$ cat src/rtl/placar_seq_pkg.sv
// Shared constants, FSM state type and BCD-to-segment mapping for the
// score display driver.
package placar_pkg;

  localparam logic [6:0] SEG_BLANK = 7'h7F;
  localparam logic [6:0] SEG_NINE  = 7'h10;

  typedef enum logic [1:0] {
    IDLE   = 2'd0,
    SHIFT  = 2'd1,
    FINISH = 2'd2
  } state_t;

  // Active-low a..g code (bit0 = a); non-decimal inputs show nothing.
  function automatic logic [6:0] seg_code(input logic [3:0] digit);
    logic [6:0] code;
    case (digit)
      4'd0:    code = 7'h40;
      4'd1:    code = 7'h79;
      4'd2:    code = 7'h24;
      4'd3:    code = 7'h30;
      4'd4:    code = 7'h19;
      4'd5:    code = 7'h12;
      4'd6:    code = 7'h02;
      4'd7:    code = 7'h78;
      4'd8:    code = 7'h00;
      4'd9:    code = 7'h10;
      default: code = SEG_BLANK;
    endcase
    return code;
  endfunction

endpackage

$ cat src/rtl/placar_seq_if.sv
// Request/result bundle between score logic (master) and the display driver (slave).
interface placar_seq_if #(
  parameter int BIN_W  = 20,
  parameter int DIGITS = 6
);
  logic                  start;
  logic [BIN_W-1:0]      value;
  logic                  blank_en;
  logic                  busy;
  logic                  done;
  logic                  overflow;
  logic [7*DIGITS-1:0]   hex;

  modport master (
    output start, value, blank_en,
    input  busy, done, overflow, hex
  );

  modport slave (
    input  start, value, blank_en,
    output busy, done, overflow, hex
  );
endinterface

$ cat src/rtl/placar_seq_seg7_decoder.sv
// Combinational single-digit BCD to active-low 7-segment decoder.
module seg7_decoder
  import placar_pkg::*;
(
  input  logic [3:0] bcd_i,
  output logic [6:0] seg_o
);

  assign seg_o = seg_code(bcd_i);

endmodule

$ cat src/rtl/placar_seq.sv
// Sequential binary-to-BCD score display driver: shift-add-3 conversion over
// BIN_W cycles, then a registered update of all segment codes.
module placar_seq
  import placar_pkg::*;
#(
  parameter int BIN_W    = 20,
  parameter int DIGITS   = 6,
  parameter bit BLANK_LZ = 1'b1
) (
  input  logic          clk,
  input  logic          rst_n,
  placar_seq_if.slave   bus
);

  localparam int CNT_W = $clog2(BIN_W + 1);
  localparam int BCD_W = 4 * DIGITS;
  localparam int HEX_W = 7 * DIGITS;

  state_t               state_q, state_d;
  logic [BIN_W-1:0]     bin_q, bin_d;
  logic [BCD_W-1:0]     bcd_q, bcd_d;
  logic [CNT_W-1:0]     cnt_q, cnt_d;
  logic                 ovf_q, ovf_d;
  logic [HEX_W-1:0]     hex_q, hex_d;
  logic                 overflow_q, overflow_d;
  logic                 done_q, done_d;
  logic                 blank_q;

  logic [BCD_W-1:0]     bcd_adj;
  logic [HEX_W-1:0]     hex_fin;
  logic [6:0]           seg_w [DIGITS];
  logic                 accept;

  genvar gi;
  generate
    for (gi = 0; gi < DIGITS; gi++) begin : g_digit
      assign bcd_adj[4*gi +: 4] = (bcd_q[4*gi +: 4] >= 4'd5) ?
                                  (bcd_q[4*gi +: 4] + 4'd3) : bcd_q[4*gi +: 4];

      seg7_decoder u_dec (
        .bcd_i (bcd_q[4*gi +: 4]),
        .seg_o (seg_w[gi])
      );

      // A digit is blanked only when it and every digit above it are zero.
      if (gi == 0) begin : g_lsd
        assign hex_fin[6:0] = ovf_q ? SEG_NINE : seg_w[0];
      end else begin : g_upper
        logic nz_from;
        assign nz_from = |bcd_q[BCD_W-1:4*gi];
        assign hex_fin[7*gi +: 7] = ovf_q                ? SEG_NINE  :
                                    (blank_q && !nz_from) ? SEG_BLANK :
                                                            seg_w[gi];
      end
    end
  endgenerate

  // FINISH is not busy, so a start there chains straight into the next conversion.
  assign accept = bus.start && (state_q != SHIFT);

  always_comb begin
    state_d    = state_q;
    bin_d      = bin_q;
    bcd_d      = bcd_q;
    cnt_d      = cnt_q;
    ovf_d      = ovf_q;
    hex_d      = hex_q;
    overflow_d = overflow_q;
    done_d     = 1'b0;

    case (state_q)
      IDLE: ;
      SHIFT: begin
        bcd_d = {bcd_adj[BCD_W-2:0], bin_q[BIN_W-1]};
        bin_d = {bin_q[BIN_W-2:0], 1'b0};
        ovf_d = ovf_q | bcd_adj[BCD_W-1];
        cnt_d = cnt_q - CNT_W'(1);
        if (cnt_q == CNT_W'(1)) begin
          state_d = FINISH;
        end
      end
      FINISH: begin
        hex_d      = hex_fin;
        overflow_d = ovf_q;
        done_d     = 1'b1;
        state_d    = IDLE;
      end
      default: state_d = IDLE;
    endcase

    if (accept) begin
      bin_d   = bus.value;
      bcd_d   = '0;
      ovf_d   = 1'b0;
      cnt_d   = CNT_W'(BIN_W);
      state_d = SHIFT;
    end
  end

  always_ff @(posedge clk or negedge rst_n) begin
    if (!rst_n) begin
      state_q    <= IDLE;
      bin_q      <= '0;
      bcd_q      <= '0;
      cnt_q      <= '0;
      ovf_q      <= 1'b0;
      hex_q      <= {DIGITS{SEG_BLANK}};
      overflow_q <= 1'b0;
      done_q     <= 1'b0;
      blank_q    <= BLANK_LZ;
    end else begin
      state_q    <= state_d;
      bin_q      <= bin_d;
      bcd_q      <= bcd_d;
      cnt_q      <= cnt_d;
      ovf_q      <= ovf_d;
      hex_q      <= hex_d;
      overflow_q <= overflow_d;
      done_q     <= done_d;
      blank_q    <= bus.blank_en;
    end
  end

  assign bus.busy     = (state_q == SHIFT);
  assign bus.done     = done_q;
  assign bus.overflow = overflow_q;
  assign bus.hex      = hex_q;

endmodule

$ cat src/flat_wrapper.sv
// flat-port wrapper written by rule: the top's interface ports become plain ports
module placar_seq_flat import placar_pkg::*;
#(
  parameter int BIN_W    = 20,
  parameter int DIGITS   = 6,
  parameter bit BLANK_LZ = 1'b1
)
  (clk, rst_n, bus_start, bus_value, bus_blank_en, bus_busy, bus_done, bus_overflow, bus_hex);
  placar_seq_if #(.BIN_W(BIN_W), .DIGITS(DIGITS)) bus_i ();
  input  logic clk;
  input  logic rst_n;
  input wire logic [$bits(bus_i.start)-1:0] bus_start;
  input wire logic [$bits(bus_i.value)-1:0] bus_value;
  input wire logic [$bits(bus_i.blank_en)-1:0] bus_blank_en;
  output wire logic [$bits(bus_i.busy)-1:0] bus_busy;
  output wire logic [$bits(bus_i.done)-1:0] bus_done;
  output wire logic [$bits(bus_i.overflow)-1:0] bus_overflow;
  output wire logic [$bits(bus_i.hex)-1:0] bus_hex;
  assign bus_i.start = bus_start;
  assign bus_i.value = bus_value;
  assign bus_i.blank_en = bus_blank_en;
  assign bus_busy = bus_i.busy;
  assign bus_done = bus_i.done;
  assign bus_overflow = bus_i.overflow;
  assign bus_hex = bus_i.hex;
  placar_seq #(.BIN_W(BIN_W), .DIGITS(DIGITS), .BLANK_LZ(BLANK_LZ)) u_core (.clk(clk), .rst_n(rst_n), .bus(bus_i));
endmodule
$ cat config.mk
export PLATFORM = sky130hd
export DESIGN_NAME = placar_seq_flat
export DESIGN_NICKNAME = d
export VERILOG_FILES = /design/src/rtl/placar_seq_pkg.sv /design/src/rtl/placar_seq_if.sv /design/src/rtl/placar_seq_seg7_decoder.sv /design/src/rtl/placar_seq.sv /design/src/flat_wrapper.sv
export SDC_FILE = /design/constraint.sdc
export NUM_CORES = 1
export LEC_CHECK = 0
export CAP_MARGIN = 5
export CORE_MARGIN = 3
export CORE_UTILIZATION = 45
export CTS_CLUSTER_SIZE = 30
export DETAILED_ROUTE_END_ITERATION = 6
export DONT_BUFFER_PORTS = 1
export RECOVER_POWER = 100
export SLEW_MARGIN = 25
export SYNTH_ARGS = -nofsm -noshare
export SYNTH_HDL_FRONTEND = slang
export SYNTH_SLANG_ARGS = --single-unit
$ cat constraint.sdc
create_clock -name clk -period 2.2 [get_ports clk]
set_input_delay 0.44 -clock clk [delete_from_list [all_inputs] [get_ports clk]]
set_output_delay 0.44 -clock clk [all_outputs]
set_load 0.05 [all_outputs]
==> summary.md, run 1 <==
| Metric | Value |
|---|---|
| Worst-path clk slew | 0.07 ns |
| Status | finished with violations |
| Initial antenna violation count | 0 |
| WP data required | 2.48 ns |
| CTS sink count | 97 |
| TritonCTS clock tree | done |
| Failing checks | negative hold slack |
| Final worst setup slack | 0.2117 ns |
| HP Class | in2async |
| Core ar. | 0.01171 mm² |
| Layout-stage area growth over the synthesis result | 7.890% |
| DP Wirelength | 8031 µm |
| Vias in the first global route | 4,200 |
| Cells after synthesis | 586 |
| Via Count | 4,173 |
| Via/cell ratio | 5.804 |
| Average wire per standard cell | 16.48 µm |
| Final Setup Violations | 0 |
| Worst-Skew Late Latency | 0.35 ns |
| Nets | 632 |
| Fin. Hold Viols | 97 |
| DRT antenna net count | 0 |
| Port Buf Inserts | 0 |
| Num ports | 69 |
| Clock tree buffer depth | 2 |
| Grt ovf | 0 |
| Hold Slack | -0.2159 ns |
| Routed wire length | 11,850 µm |
| FP Rows | 39 |
| Flop2flop setup slack | 0.21 ns |
| Die area | 0.01370 mm² |
| Worst reg2reg path depth | 7 |
| Startpoint Class | flop |
| Asr flop ratio synth | 100.0% |
| Synthesized area | 0.005550 mm² |
| Register area share after synthesis | 44.70% |
| Tmin final | 1.988 ns |
| Ratio of cells with drive above 1 in the final layout | 6.944% |
| Rel. slew slack | 51.19% |
| Total GRT Usage | 18.70% |
| DR DRC count | 0 |
| Worst-Margin Slew | 0.7294 ns |
| Ant. Diodes | 0 |
| Crit path max fanout | 7 |
| CP arrival | 2.27 ns |
| FF-to-FF End | u_core.bus.hex[20] |
| CP Class | reg2reg |
| Cell leakage power | 0.002530 µW |
| Die W | 117.1 µm |
| Count leader, synth | o21ai_0 |
| Initial core utilization | 47.39% |
| R2r startpoint | u_core.bcd_q[20] |
| RSZ-0062 raised after global routing | no |
| PD cells | 1526 mW/mm² |
| CP Capture Type | flop |
| First-pass GRT wire length | 20,410 µm |
| Synth top area share | 24.35% |
| Final setup TNS | 0 ns |
| Fin. max-slew vios | 0 |
| Clock skew | 0.007025 ns |
| DRT iter0 DRCs | 202 |
| Largest net degree at the start of global routing | 98 |
| DR pass1 iterations | 4 |
| Die Height | 117.1 µm |
| Root Buffer | clkbuf_16 |
| H-tree depth | 3 |
| Post-synth EDFFs | 0 |
| Final cycle utilization of the critical path | 90.38% |
| TritonCTS Buffers | 9 |
| Yosys top cell by area | dfrtp_1 |
| Top post-synthesis cells by count | 70 x o21ai_0, 59 x nand2_1, 54 x dfrtp_1 |
| Syn. warnings | 0 |
| Post-Syn Nets | 647 |
| Number of distinct library cells after synthesis | 55 |
| Main synth FF type | dfrtp_1 |
| Syn avg cell area | 9.472 µm² |
| Synth top area cells | dfrtp_1 24%, dfstp_2 20%, ha_1 8.3% |
| #FFs+latches synth | 97 |
| FMAX | 0.5029 GHz |
| Pre-CTS setup slack | 0.1584 ns |
| Peak VDD IR | 0.5388 mV |
| Max-Cap Viols | 0 |
| Placer Congestion | 0.8736 |
-- placed cells by master, fill, tap and decap left out, types with 5 or more instances in the layout --
cell type / instances
a221oi_1: 5
nand3_1: 7
o211ai_1: 10
clkbuf_16: 10
nor2_1: 32
nor3_1: 9
nand2_1: 59
buf_4: 6
a22o_1: 14
dfrtp_1: 54
o31ai_1: 8
ha_1: 37
xnor2_1: 8
inv_1: 27
mux2i_1: 24
nand2b_1: 12
mux2_2: 6
nor3b_1: 5
a21oi_1: 43
o21ai_0: 74
or3_1: 22
dfstp_1: 42
-- report_power, final --
part	internal (µW)	switching, µW
sequential	2400	1080
combinational	1680	2250
clock	1060	678
total	5140	4000
-- worst max-delay path, stage by stage (launching register included) --
cell and delay (ns):
dfrtp_1 0.46, inv_1 0.13, ha_1 0.25, and4bb_1 0.25
nand4_1 0.14, clkbuf_1 0.29, o211ai_1 0.16, a22o_1 0.23
-- sequential cells by signal, indices dropped and copies added, names as in the netlist --
signal / count
u_core.bus.hex: 42
u_core.bus.done: 1
u_core.cnt_q: 5
u_core.blank_q: 1
u_core.bin_q: 20
u_core.ovf_q: 1
u_core.state_q: 2
u_core.bus.overflow: 1
u_core.bcd_q: 24
-- metrics by stage --
step                instances  cell area (µm²)  total power [µW]  hold slack (ns)  utilization (%)
detailed placement        701             5659              7491           0.1491            48.32
global route              719             5988             10040          -0.2386            51.13
finish                    719             5988              9140          -0.2159            51.13
CTS                       717             5991              9278          -0.2337            51.15
floorplan                 586             5550              6616           0.1444                -
global placement          701             5659              7444           0.1494            48.32
-- layer usage --
metal  share of wire [%]  track usage (%)  vias up
met4                 2.1            7.951        0
met1                  46            24.15     2031
met5                   0                0        -
met3                 4.4            4.370       17
li1                    -                -     2040
met2                  47            30.19       85
-- logic make-up after synthesis --
kind of cell	after synthesis	share of synthesized area [%]
flops	97	44.70
fa+ha+maj	37	8.341
buf+inv	67	4.869
mux	30	5.545
compound gates	182	20.54
simple gates	164	14.59
xor+xnor	9	1.420
-- worst max-delay path by stage --
| stage | to | startpoint | cells after the start | slack, ns |
|---|---|---|---|---|
| 5_1_grt | u_core.bus.hex[14] | u_core.bcd_q[20] | 7 | 0.02 |
| 4_1_cts | u_core.bus.hex[27] | u_core.bcd_q[20] | 6 | 0.13 |
| 2_1_floorplan | bus_busy | u_core.state_q[1] | 5 | 0.23 |
| 3_5_place_dp | u_core.bus.hex[27] | u_core.bcd_q[21] | 6 | 0.16 |
| 3_3_place_gp | u_core.bus.hex[27] | u_core.bcd_q[21] | 6 | 0.25 |
| 6_report | u_core.bus.hex[20] | u_core.bcd_q[20] | 7 | 0.21 |
-- final cells by class --
class / instances / area [µm²]
Fill cell: 1055 / 5723
Inverter: 28 / 105.1
Sequential cell: 97 / 2481
Tap cell: 143 / 178.9
Multi-Input combinational cell: 422 / 2799
Clock buffer: 11 / 254.0
Clock inverter: 5 / 77.57
Timing Repair Buffer: 13 / 92.59
-- what timing repair did --
action | CTS | global route
hold endpoints to repair | 97 | 97
setup buffers | 0 | 2
endpoints found under the setup margin | 0 | 3
resized for setup | 0 | 2
(Power assumes the default switching activity.)
==> run 2, diff against run 1 <==
CORE_UTILIZATION = 50   (was 45)
RECOVER_POWER = not set   (was 100)
==> summary.md, run 2 (same netlist as run 1, synthesis figures left out) <==
| Metric | Value |
|---|---|
| Via/cell ratio | 5.806 (was 5.804) |
| FP Rows | 37 (was 39) |
| Total GRT Usage | 20.37% (was 18.70%) |
| Hold Slack | -0.2525 ns (was -0.2159 ns) |
| Pre-CTS setup slack | 0.1833 ns (was 0.1584 ns) |
| Status | finished with violations (unchanged) |
| Placer Congestion | 0.8526 (was 0.8736) |
| Fin. Hold Viols | 97 (unchanged) |
| Ratio of cells with drive above 1 in the final layout | 15.13% (was 6.944%) |
| R2r startpoint | u_core.bcd_q[20] (unchanged) |
| Final Setup Violations | 0 (unchanged) |
| Failing checks | negative hold slack (unchanged) |
| CP Class | reg2reg (unchanged) |
| Initial core utilization | 52.58% (was 47.39%) |
| Worst reg2reg path depth | 6 (was 7) |
| Max-Cap Viols | 0 (unchanged) |
| CP arrival | 2.32 ns (was 2.27 ns) |
| Worst-Margin Slew | 0.7838 ns (was 0.7294 ns) |
| TritonCTS clock tree | done (unchanged) |
| # fillers | 954 (was 1,055) |
| Clock tree buffer depth | 2 (unchanged) |
| Largest net degree at the start of global routing | 98 (unchanged) |
| DR DRC count | 0 (unchanged) |
| Peak VDD IR | 0.5893 mV (was 0.5388 mV) |
| Initial antenna violation count | 0 (unchanged) |
| Final worst setup slack | 0.1800 ns (was 0.2117 ns) |
| Crit path max fanout | 6 (was 7) |
| Fin. max-slew vios | 0 (unchanged) |
| First-pass GRT wire length | 20,800 µm (was 20,410 µm) |
| Die W | 111.4 µm (was 117.1 µm) |
| HP Class | in2async (unchanged) |
| FMAX | 0.4950 GHz (was 0.5029 GHz) |
| DRT iter0 DRCs | 273 (was 202) |
| Rel. slew slack | 47.55% (was 51.19%) |
| Num ports | 69 (unchanged) |
| DR pass1 iterations | 4 (unchanged) |
| Cell leakage power | 0.002497 µW (was 0.002530 µW) |
| PD cells | 1509 mW/mm² (was 1526 mW/mm²) |
| Final cycle utilization of the critical path | 91.82% (was 90.38%) |
| Grt ovf | 0 (unchanged) |
| DRT antenna net count | 0 (unchanged) |
| Final setup TNS | 0 ns (unchanged) |
| CTS sink count | 97 (unchanged) |
| Core ar. | 0.01056 mm² (was 0.01171 mm²) |
| Tmin final | 2.020 ns (was 1.988 ns) |
| DP Wirelength | 8258 µm (was 8031 µm) |
| Root Buffer | clkbuf_8 (was clkbuf_16) |
| Most frequent cells in the layout | 70 x o21ai_0, 59 x nand2_1, 54 x dfrtp_1 (was 74 x o21ai_0, 59 x nand2_1, 54 x dfrtp_1) |
| Startpoint Class | flop (unchanged) |
| Worst-Skew Late Latency | 0.37 ns (was 0.35 ns) |
| CP Capture Type | flop (unchanged) |
| FF-to-FF End | u_core.bus.hex[24] (was u_core.bus.hex[20]) |
| Max reg flops | 42 (unchanged) |
| Via Count | 4,128 (was 4,173) |
| Vias in the first global route | 4,214 (was 4,200) |
| Commonest non-fill, non-tap cell in the layout | o21ai_0 (unchanged) |
| Flop2flop setup slack | 0.18 ns (was 0.21 ns) |
| Nets | 631 (was 632) |
| TritonCTS Buffers | 9 (unchanged) |
| Average wire per standard cell | 16.94 µm (was 16.48 µm) |
| Worst-path clk slew | 0.09 ns (was 0.07 ns) |
| Layout-stage area growth over the synthesis result | 6.425% (was 7.890%) |
| Worst path slowest cell | dfrtp_1 (unchanged) |
| Routed wire length | 12,040 µm (was 11,850 µm) |
| Port Buf Inserts | 0 (unchanged) |
| Die Height | 111.4 µm (was 117.1 µm) |
| CP max stage delay | 0.47 ns (was 0.46 ns) |
| WP data required | 2.50 ns (was 2.48 ns) |
| Die area | 0.01240 mm² (was 0.01370 mm²) |
| Clock skew | 0.008175 ns (was 0.007025 ns) |
| RSZ-0062 raised after global routing | no (unchanged) |
| CP cell instances | inv_1 -> ha_1 -> and4bb_1 -> nand4_1 -> or3_1 -> a21oi_1 (was inv_1 -> ha_1 -> and4bb_1 -> nand4_1 -> clkbuf_1 -> o211ai_1 -> a22o_1) |
| Ant. Diodes | 0 (unchanged) |
| H-tree depth | 3 (unchanged) |
-- run 2: cell types whose count changed in the layout (fill, tap and decap cells not counted), sizes merged --
| cell | before | now |
|---|---|---|
| clkbuf | 16 | 10 |
| bufinv | 2 | 3 |
| buf | 8 | 12 |
-- run 2: where the power goes --
part	internal [µW]	total [µW]	switching, µW
Combinational	1710	3990	2280
Clock	779	1410	630
Sequential	2430	3520	1090
-- run 2: worst max-delay path, delay by kind of cell, from the launching register on --
kind / cells / cell delay, ns
DFF: 1 / 0.47
AOI/OAI and AO/OA: 1 / 0.16
adders and majority gates: 1 / 0.21
buffers and inverters: 1 / 0.17
and+or+nand+nor: 3 / 0.94
-- run 2: how the worst max path moves through the flow --
stage,slack [ns],endpoint,startpoint,cells after the start
final,0.18,u_core.bus.hex[24],u_core.bcd_q[20],6
after CTS,0.16,u_core.bus.hex[11],u_core.bcd_q[8],6
after floorplan,0.23,bus_busy,u_core.state_q[1],5
after global routing,0.02,u_core.bus.hex[24],u_core.bcd_q[21],6
after global placement,0.26,u_core.bus.hex[9],u_core.bcd_q[8],6
after detailed placement,0.18,u_core.bus.hex[27],u_core.bcd_q[20],6
-- run 2: layout make-up --
cell class | instances | area, µm² | share of cell area (%)
clock inverter | 6 | 105.1 | 1.779
timing repair buffer | 12 | 102.6 | 1.737
sequential | 97 | 2481 | 42.00
inverter | 28 | 105.1 | 1.779
tap | 136 | 170.2 | 2.881
multi-input combinational | 422 | 2805 | 47.49
clock buffer | 10 | 137.6 | 2.330
-- run 2: timing repair --
item / 4_1_cts / 5_1_grt
hold endpoints to repair: 97 / 97
gates resized for setup: 0 / 2
endpoints found under the setup margin: 0 / 2
buffers inserted: 0 / 0
-- run 2: per-layer routing --
layer,part of all wire [%],vias up,GRT usage (%)
met3,4.2,14,4.728
li1,-,2041,-
met1,47,2001,26.73
met5,0,-,0
met2,47,72,33.25
met4,1.7,0,7.137
-- run 2: stage by stage --
| step | power [µW] | util [%] | cells | area (µm²) | hold slack [ns] |
|---|---|---|---|---|---|
| 2_1_floorplan | 6616 | - | 586 | 5550 | 0.1444 |
| 3_3_place_gp | 7469 | 53.63 | 695 | 5660 | 0.1483 |
| 3_5_place_dp | 7538 | 53.63 | 695 | 5660 | 0.1479 |
| 4_1_cts | 8971 | 55.93 | 711 | 5903 | -0.2763 |
| 5_1_grt | 9770 | 55.96 | 711 | 5907 | -0.2859 |
| 6_report | 8914 | 55.96 | 711 | 5907 | -0.2525 |
